--- config.mk ---
export PLATFORM = sky130hd
export DESIGN_NAME = cga_mac_segpt_ldctl
export DESIGN_NICKNAME = d
export VERILOG_FILES = /design/src/rtl/cga_mac_pkg.sv /design/src/rtl/cga_mac_segpt_ldctl_strb.sv /design/src/rtl/cga_mac_segpt_ldctl.sv
export SDC_FILE = /design/constraint.sdc
export NUM_CORES = 1
export LEC_CHECK = 0
export CAP_MARGIN = 0
export CORE_ASPECT_RATIO = 0.5
export CORE_MARGIN = 5
export CORE_UTILIZATION = 30
export DETAILED_ROUTE_END_ITERATION = 8
export GPL_ROUTABILITY_DRIVEN = 0
export SETUP_SLACK_MARGIN = 0.1
export SYNTH_ARGS = -nofsm -noshare
export SYNTH_HDL_FRONTEND = slang
export SYNTH_SLANG_ARGS = --single-unit
--- constraint.sdc ---
create_clock -name MCLK -period 3.8 [get_ports MCLK]
set_input_delay 0.76 -clock MCLK [delete_from_list [all_inputs] [get_ports MCLK]]
set_output_delay 0.76 -clock MCLK [all_outputs]
set_load 0.05 [all_outputs]
--- src/rtl/cga_mac_pkg.sv ---
// Shared types and encodings for the MAC segment/page-table load controller.
package cga_mac_pkg;

    typedef enum logic [2:0] {
        IDLE,
        UC_GAP,
        CR_PCR,
        CR_SEG,
        CR_EXM
    } state_t;

    localparam logic [1:0] SEL_PCR  = 2'b00;
    localparam logic [1:0] SEL_SEG  = 2'b01;
    localparam logic [1:0] SEL_EXM  = 2'b10;
    localparam logic [1:0] SEL_RSVD = 2'b11;

    localparam int SEG_W = 8;
    localparam int EXM_W = 3;

endpackage

--- src/rtl/cga_mac_segpt_ldctl_strb.sv ---
// Registered load-strobe / FIDBO output stage; one strobe per grant at most.
// SEGPT_LDCTL_SHADOW_EN adds readback shadow copies of the loaded values.
module cga_mac_segpt_ldctl_strb
    import cga_mac_pkg::*;
#(
    parameter int DW = 16
) (
    input  logic          clk,
    input  logic          rst,
    input  logic          grant,
    input  logic [1:0]    tgt,
    input  logic [DW-1:0] data,
    output logic [DW-1:0] fidbo,
    output logic          ld_pcr,
    output logic          ld_seg,
    output logic          ld_exm
`ifdef SEGPT_LDCTL_SHADOW_EN
    ,
    output logic [DW-1:0]    sh_pcr,
    output logic [SEG_W-1:0] sh_seg,
    output logic [EXM_W-1:0] sh_exm
`endif
);

    always_ff @(posedge clk or posedge rst) begin
        if (rst) begin
            fidbo  <= '0;
            ld_pcr <= 1'b0;
            ld_seg <= 1'b0;
            ld_exm <= 1'b0;
        end else begin
            ld_pcr <= grant && (tgt == SEL_PCR);
            ld_seg <= grant && (tgt == SEL_SEG);
            ld_exm <= grant && (tgt == SEL_EXM);
            // A reserved-target grant is acknowledged but leaves the bus alone.
            if (grant && (tgt != SEL_RSVD))
                fidbo <= data;
        end
    end

`ifdef SEGPT_LDCTL_SHADOW_EN
    always_ff @(posedge clk or posedge rst) begin
        if (rst) begin
            sh_pcr <= '0;
            sh_seg <= '0;
            sh_exm <= '0;
        end else if (grant) begin
            if (tgt == SEL_PCR) sh_pcr <= data;
            if (tgt == SEL_SEG) sh_seg <= data[SEG_W-1:0];
            if (tgt == SEL_EXM) sh_exm <= data[EXM_W-1:0];
        end
    end
`endif

endmodule

--- src/rtl/cga_mac_segpt_ldctl.sv ---
// PCR/SEG/EXM load controller: arbitrates microcode loads vs. atomic context restore.
// Optional readback shadows enabled by SEGPT_LDCTL_SHADOW_EN.
module cga_mac_segpt_ldctl
    import cga_mac_pkg::*;
#(
    parameter int DW       = 16,
    parameter int CR_WORDS = 3
) (
    input  logic          MCLK,
    input  logic          RESET,
    input  logic          UC_REQ,
    input  logic [1:0]    UC_SEL,
    input  logic [DW-1:0] UC_DATA,
    output logic          UC_ACK,
    input  logic          CR_START,
    input  logic          CR_VALID,
    input  logic [DW-1:0] CR_DATA,
    output logic          CR_READY,
    output logic          CR_DONE,
    output logic [DW-1:0] FIDBO_15_0,
    output logic          LLDPCR,
    output logic          LLDSEG,
    output logic          LLDEXM,
    output logic          BUSY
`ifdef SEGPT_LDCTL_SHADOW_EN
    ,
    output logic [DW-1:0]    SH_PCR,
    output logic [SEG_W-1:0] SH_SEG,
    output logic [EXM_W-1:0] SH_EXM
`endif
);

    state_t        state, state_nxt;
    logic          cr_pend, cr_pend_nxt;
    logic          uc_go, cr_go, cr_step, cr_last, grant;
    logic [1:0]    tgt;
    logic [DW-1:0] ld_data;

    always_ff @(posedge MCLK or posedge RESET) begin
        if (RESET) begin
            state   <= IDLE;
            cr_pend <= 1'b0;
            UC_ACK  <= 1'b0;
            CR_DONE <= 1'b0;
        end else begin
            state   <= state_nxt;
            cr_pend <= cr_pend_nxt;
            UC_ACK  <= uc_go;
            CR_DONE <= cr_last;
        end
    end

    always_comb begin
        state_nxt = state;
        case (state)
            IDLE:    if (uc_go) state_nxt = UC_GAP;
                     else if (cr_go) state_nxt = CR_PCR;
            UC_GAP:  state_nxt = IDLE;
            CR_PCR:  if (CR_VALID) state_nxt = CR_SEG;
            CR_SEG:  if (CR_VALID) state_nxt = (CR_WORDS == 2) ? IDLE : CR_EXM;
            CR_EXM:  if (CR_VALID) state_nxt = IDLE;
            default: state_nxt = IDLE;
        endcase
        // Starts that arrive while busy collapse into a single pending request.
        cr_pend_nxt = cr_go ? 1'b0 : (cr_pend | CR_START);
    end

    always_comb begin
        uc_go    = (state == IDLE) && UC_REQ;
        cr_go    = (state == IDLE) && !UC_REQ && (CR_START || cr_pend);
        CR_READY = (state == CR_PCR) || (state == CR_SEG) || (state == CR_EXM);
        cr_step  = CR_READY && CR_VALID;
        cr_last  = cr_step && ((state == CR_EXM) || ((state == CR_SEG) && (CR_WORDS == 2)));
        grant    = uc_go || cr_step;
        BUSY     = (state != IDLE) || cr_pend;
        tgt      = UC_SEL;
        ld_data  = UC_DATA;
        case (state)
            CR_PCR:  tgt = SEL_PCR;
            CR_SEG:  tgt = SEL_SEG;
            CR_EXM:  tgt = SEL_EXM;
            default: tgt = UC_SEL;
        endcase
        if (CR_READY)
            ld_data = CR_DATA;
    end

    cga_mac_segpt_ldctl_strb #(.DW(DW)) u_strb (
        .clk    (MCLK),
        .rst    (RESET),
        .grant  (grant),
        .tgt    (tgt),
        .data   (ld_data),
        .fidbo  (FIDBO_15_0),
        .ld_pcr (LLDPCR),
        .ld_seg (LLDSEG),
        .ld_exm (LLDEXM)
`ifdef SEGPT_LDCTL_SHADOW_EN
        ,
        .sh_pcr (SH_PCR),
        .sh_seg (SH_SEG),
        .sh_exm (SH_EXM)
`endif
    );

endmodule
==> out/results.md <==
## Floorplan
• **number of placed I/O pins** 62
• **num rows** 17
• **floorplan die height** 57.3 µm
• **Die Span X** 105 µm
• **starting density of the core** 0.308
• **standard cell core area** 4360 µm²
• **area of the die** 5990 µm²

## Hold path
• **Worst Min Path Start** cr_pend
• **worst min-delay path category** flip-flop to flip-flop
• **end point of the most critical hold path** cr_pend
• **depth of the worst hold-timing path** 2

## CTS
• **maximum buffer depth of the clock tree** 2
• **hold buffer count at CTS** 0
• **clock insertion delay at the later pin of the skew report** 0.27 ns
• **clock tree from TritonCTS** done
• **number of H-tree levels** 1
• **clock sink total** 25
• **post-CTS setup buffer count** 0
• **buffer type at the clock tree root** sky130_fd_sc_hd__clkbuf_8
• **total CTS buffers** 3
• **number of instances resized during post-cts repair** 0
• **Clock transition at path regs** 0.08 ns

## Finish
• **share of cells above drive strength 1** 0.0933
• **Area Overhead vs Synth** 51.1%
• **Antenna Cells** 0
• **nets** 233
• **Layout fillers** 427
• **count of placed standard cells in the final layout, fillers left out** 250
• **area occupied by multi-input gates** 566 µm²
• **footprint of the flip-flops and latches** 626 µm²

## Route
• **antenna viol nets, final** 0
• **DRC errors left** 0
• **DRC marker count from the first detailed-route iteration** 72
• **routed vias** 1239
• **final wirelength** 3840 µm
• **TritonRoute pass-1 iters** 4
• **drt via density** 4.96
• **WL per Instance** 15.3 µm

## Setup path
• **setup slack of the most critical reg-to-reg path** 1.46 ns
• **Required @ worst endpoint** 3.04 ns
• **class of the most critical setup path** flip-flop to output port
• **startpoint type of the worst setup path** flip-flop
• **reg2reg start** state[1]
• **endpoint of the worst register-to-register path** u_strb.fidbo[10]
• **CP arrival** 2.08 ns
• **Critical Path Fanout Max** 15
• **category of the worst setup path capture point** output port
• **count of cells along the worst register-to-register path** 4

## GRT
• **number of antenna violations at the first check in global routing** 0
• **aggregate global-route resource usage** 0.133
• **maximum number of pins on one net before global-route repair** 26
• **wire length of the first global-routing pass** 6510 µm
• **number of global-route vias before repair** 1380
• **GR Overflow Total** 0

## STA
• **Max Clock Freq** 0.352 GHz
• **count of pins over their slew limit** 0
• **final hold violations** 0
• **setup repair after global routing missed its margin** false
• **Clock Skews** 0.00802 ns
• **headroom to the max-slew limit** 0.342
• **# setup viols final** 0
• **Worst-Margin Slew** 0.987 ns
• **final period demand of the worst path** 2.84 ns
• **worst hold slack** 0.544 ns
• **period utilisation layout** 0.748
• **setup total negative slack** 0 ns

## Synth
• **Seq/Total Area, Yosys** 0.466
• **Synth Register Bits** 25
• **average instance area after synthesis** 9.65 µm²
• **Syn Inst Count** 139
• **Yosys warnings** 0
• **mapped cell area** 1340 µm²
• **post-synth cell types** 28
• **top cells by area, synth** sky130_fd_sc_hd__dfrtp_1, sky130_fd_sc_hd__a311oi_2, sky130_fd_sc_hd__a21oi_1
• **proportion of netlist area held by the largest area contributor** 0.466
• **synthesized net count** 178
• **cell type with the highest aggregate area in the netlist** sky130_fd_sc_hd__dfrtp_1

## Flow run
• **max cap viols** 0

## Place
• **IO Port Bufs** 61
• **Cells after DPL** 246
• **hpwl dp** 2820 µm

## Pwr
• **Leak** 0.842 nW
• **total power after layout** 1.65 mW
• **ratio of total power to cell area** 814 nW/µm²
• **worst supply voltage drop on vdd** 0.000302 V

## Status
• **result of the run** finished clean

[per-stage QoR]
| stage | util | setup WS (ns) | instance area [µm²] |
|---|---|---|---|
| finish | 0.465 | 0.957 | 2030 |
| detailed placement | 0.454 | 0.813 | 1980 |
| CTS | 0.465 | 0.943 | 2030 |
| floorplan | - | 1.19 | 1340 |
| global route | 0.465 | 0.867 | 2030 |
| global placement | 0.454 | 0.880 | 1980 |
[cells in the mapped netlist, drive strengths merged]
library cell / count
nand2b: 1
or4b: 1
nor2: 3
nor4bb: 1
a21oi: 20
nor4b: 1
o21ai: 2
nand3b: 1
a21o: 1
and2: 2
nand4b: 1
a211oi: 2
nor4: 1
nor3: 18
or4: 1
inv: 20
clkbuf: 10
nand4bb: 2
buf: 5
dfrtp: 25
nand3: 1
or2: 1
o21bai: 1
nor2b: 1
a311oi: 16
nand2: 1
[how the worst max path moves through the flow]
stage                     cells after the start  slack [ns]     start               end
after floorplan                               3        1.19  state[1]          CR_READY
after global placement                        5        0.88    UC_REQ  u_strb.fidbo[15]
after detailed placement                      5        0.81    UC_REQ  u_strb.fidbo[10]
after CTS                                     2        0.94  state[1]              BUSY
after global routing                          2        0.87  state[1]              BUSY
final                                         2        0.96  state[1]              BUSY
[layout by cell type, fill, tap and decap left out, types with 3 or more instances in the layout]
master,netlist,final
sky130_fd_sc_hd__clkdlybuf4s50_1,0,61
sky130_fd_sc_hd__a311oi_1,6,6
sky130_fd_sc_hd__buf_4,0,4
sky130_fd_sc_hd__a21oi_1,20,20
sky130_fd_sc_hd__dfrtp_1,25,25
sky130_fd_sc_hd__nor3_1,18,18
sky130_fd_sc_hd__inv_1,20,20
sky130_fd_sc_hd__nor2_1,3,3
sky130_fd_sc_hd__clkbuf_8,0,3
sky130_fd_sc_hd__a311oi_2,10,10
[sequential cells by signal, summed over array words and instances, names as in the netlist]
signal and flops:
CR_DONE 1, UC_ACK 1, cr_pend 1, state 3, u_strb.fidbo 16, u_strb.ld_exm 1, u_strb.ld_pcr 1, u_strb.ld_seg 1
[worst max-delay path, stage by stage (launching register included)]
cell and delay [ns]:
sky130_fd_sc_hd__dfrtp_1 0.54, sky130_fd_sc_hd__or4_1 0.56, sky130_fd_sc_hd__clkdlybuf4s50_1 0.72
[where the power goes]
part	internal, mW	switching, mW
combinational	0.372	0.627
clock	0.0743	0.0862
sequential	0.383	0.108
total	0.830	0.820
[area by class of cell]
| class | count | share of cell area |
|---|---|---|
| well taps | 57 | 0.0352 |
| clock buffers | 3 | 0.0204 |
| inverters | 20 | 0.0370 |
| flip-flops and latches | 25 | 0.309 |
| clock inverters | 1 | 0.00370 |
| multi-input cells | 79 | 0.279 |
| repair buffers | 65 | 0.316 |
[metal layers]
layer | share of wire | vias up | routed length (µm) | global-route usage
met2 | 0.51 | 31 | 1980 | 0.242
met1 | 0.44 | 599 | 1680 | 0.164
met3 | 0.039 | 2 | 149 | 0.0260
li1 | - | 607 | - | -
met5 | 0 | - | 0 | 0
met4 | 0.0089 | 0 | 34 | 0.0332
[kinds of logic (layout without fill, tap and decap cells)]
kind of cell / Yosys count / in the layout / share of synthesized area
AO/OA/AOI/OAI: 42 / 42 / 0.256
AND/OR/NAND/NOR: 37 / 37 / 0.166
buffers and inverters: 35 / 89 / 0.112
flip-flops: 25 / 25 / 0.466
Power figures use the tool's default switching activity.
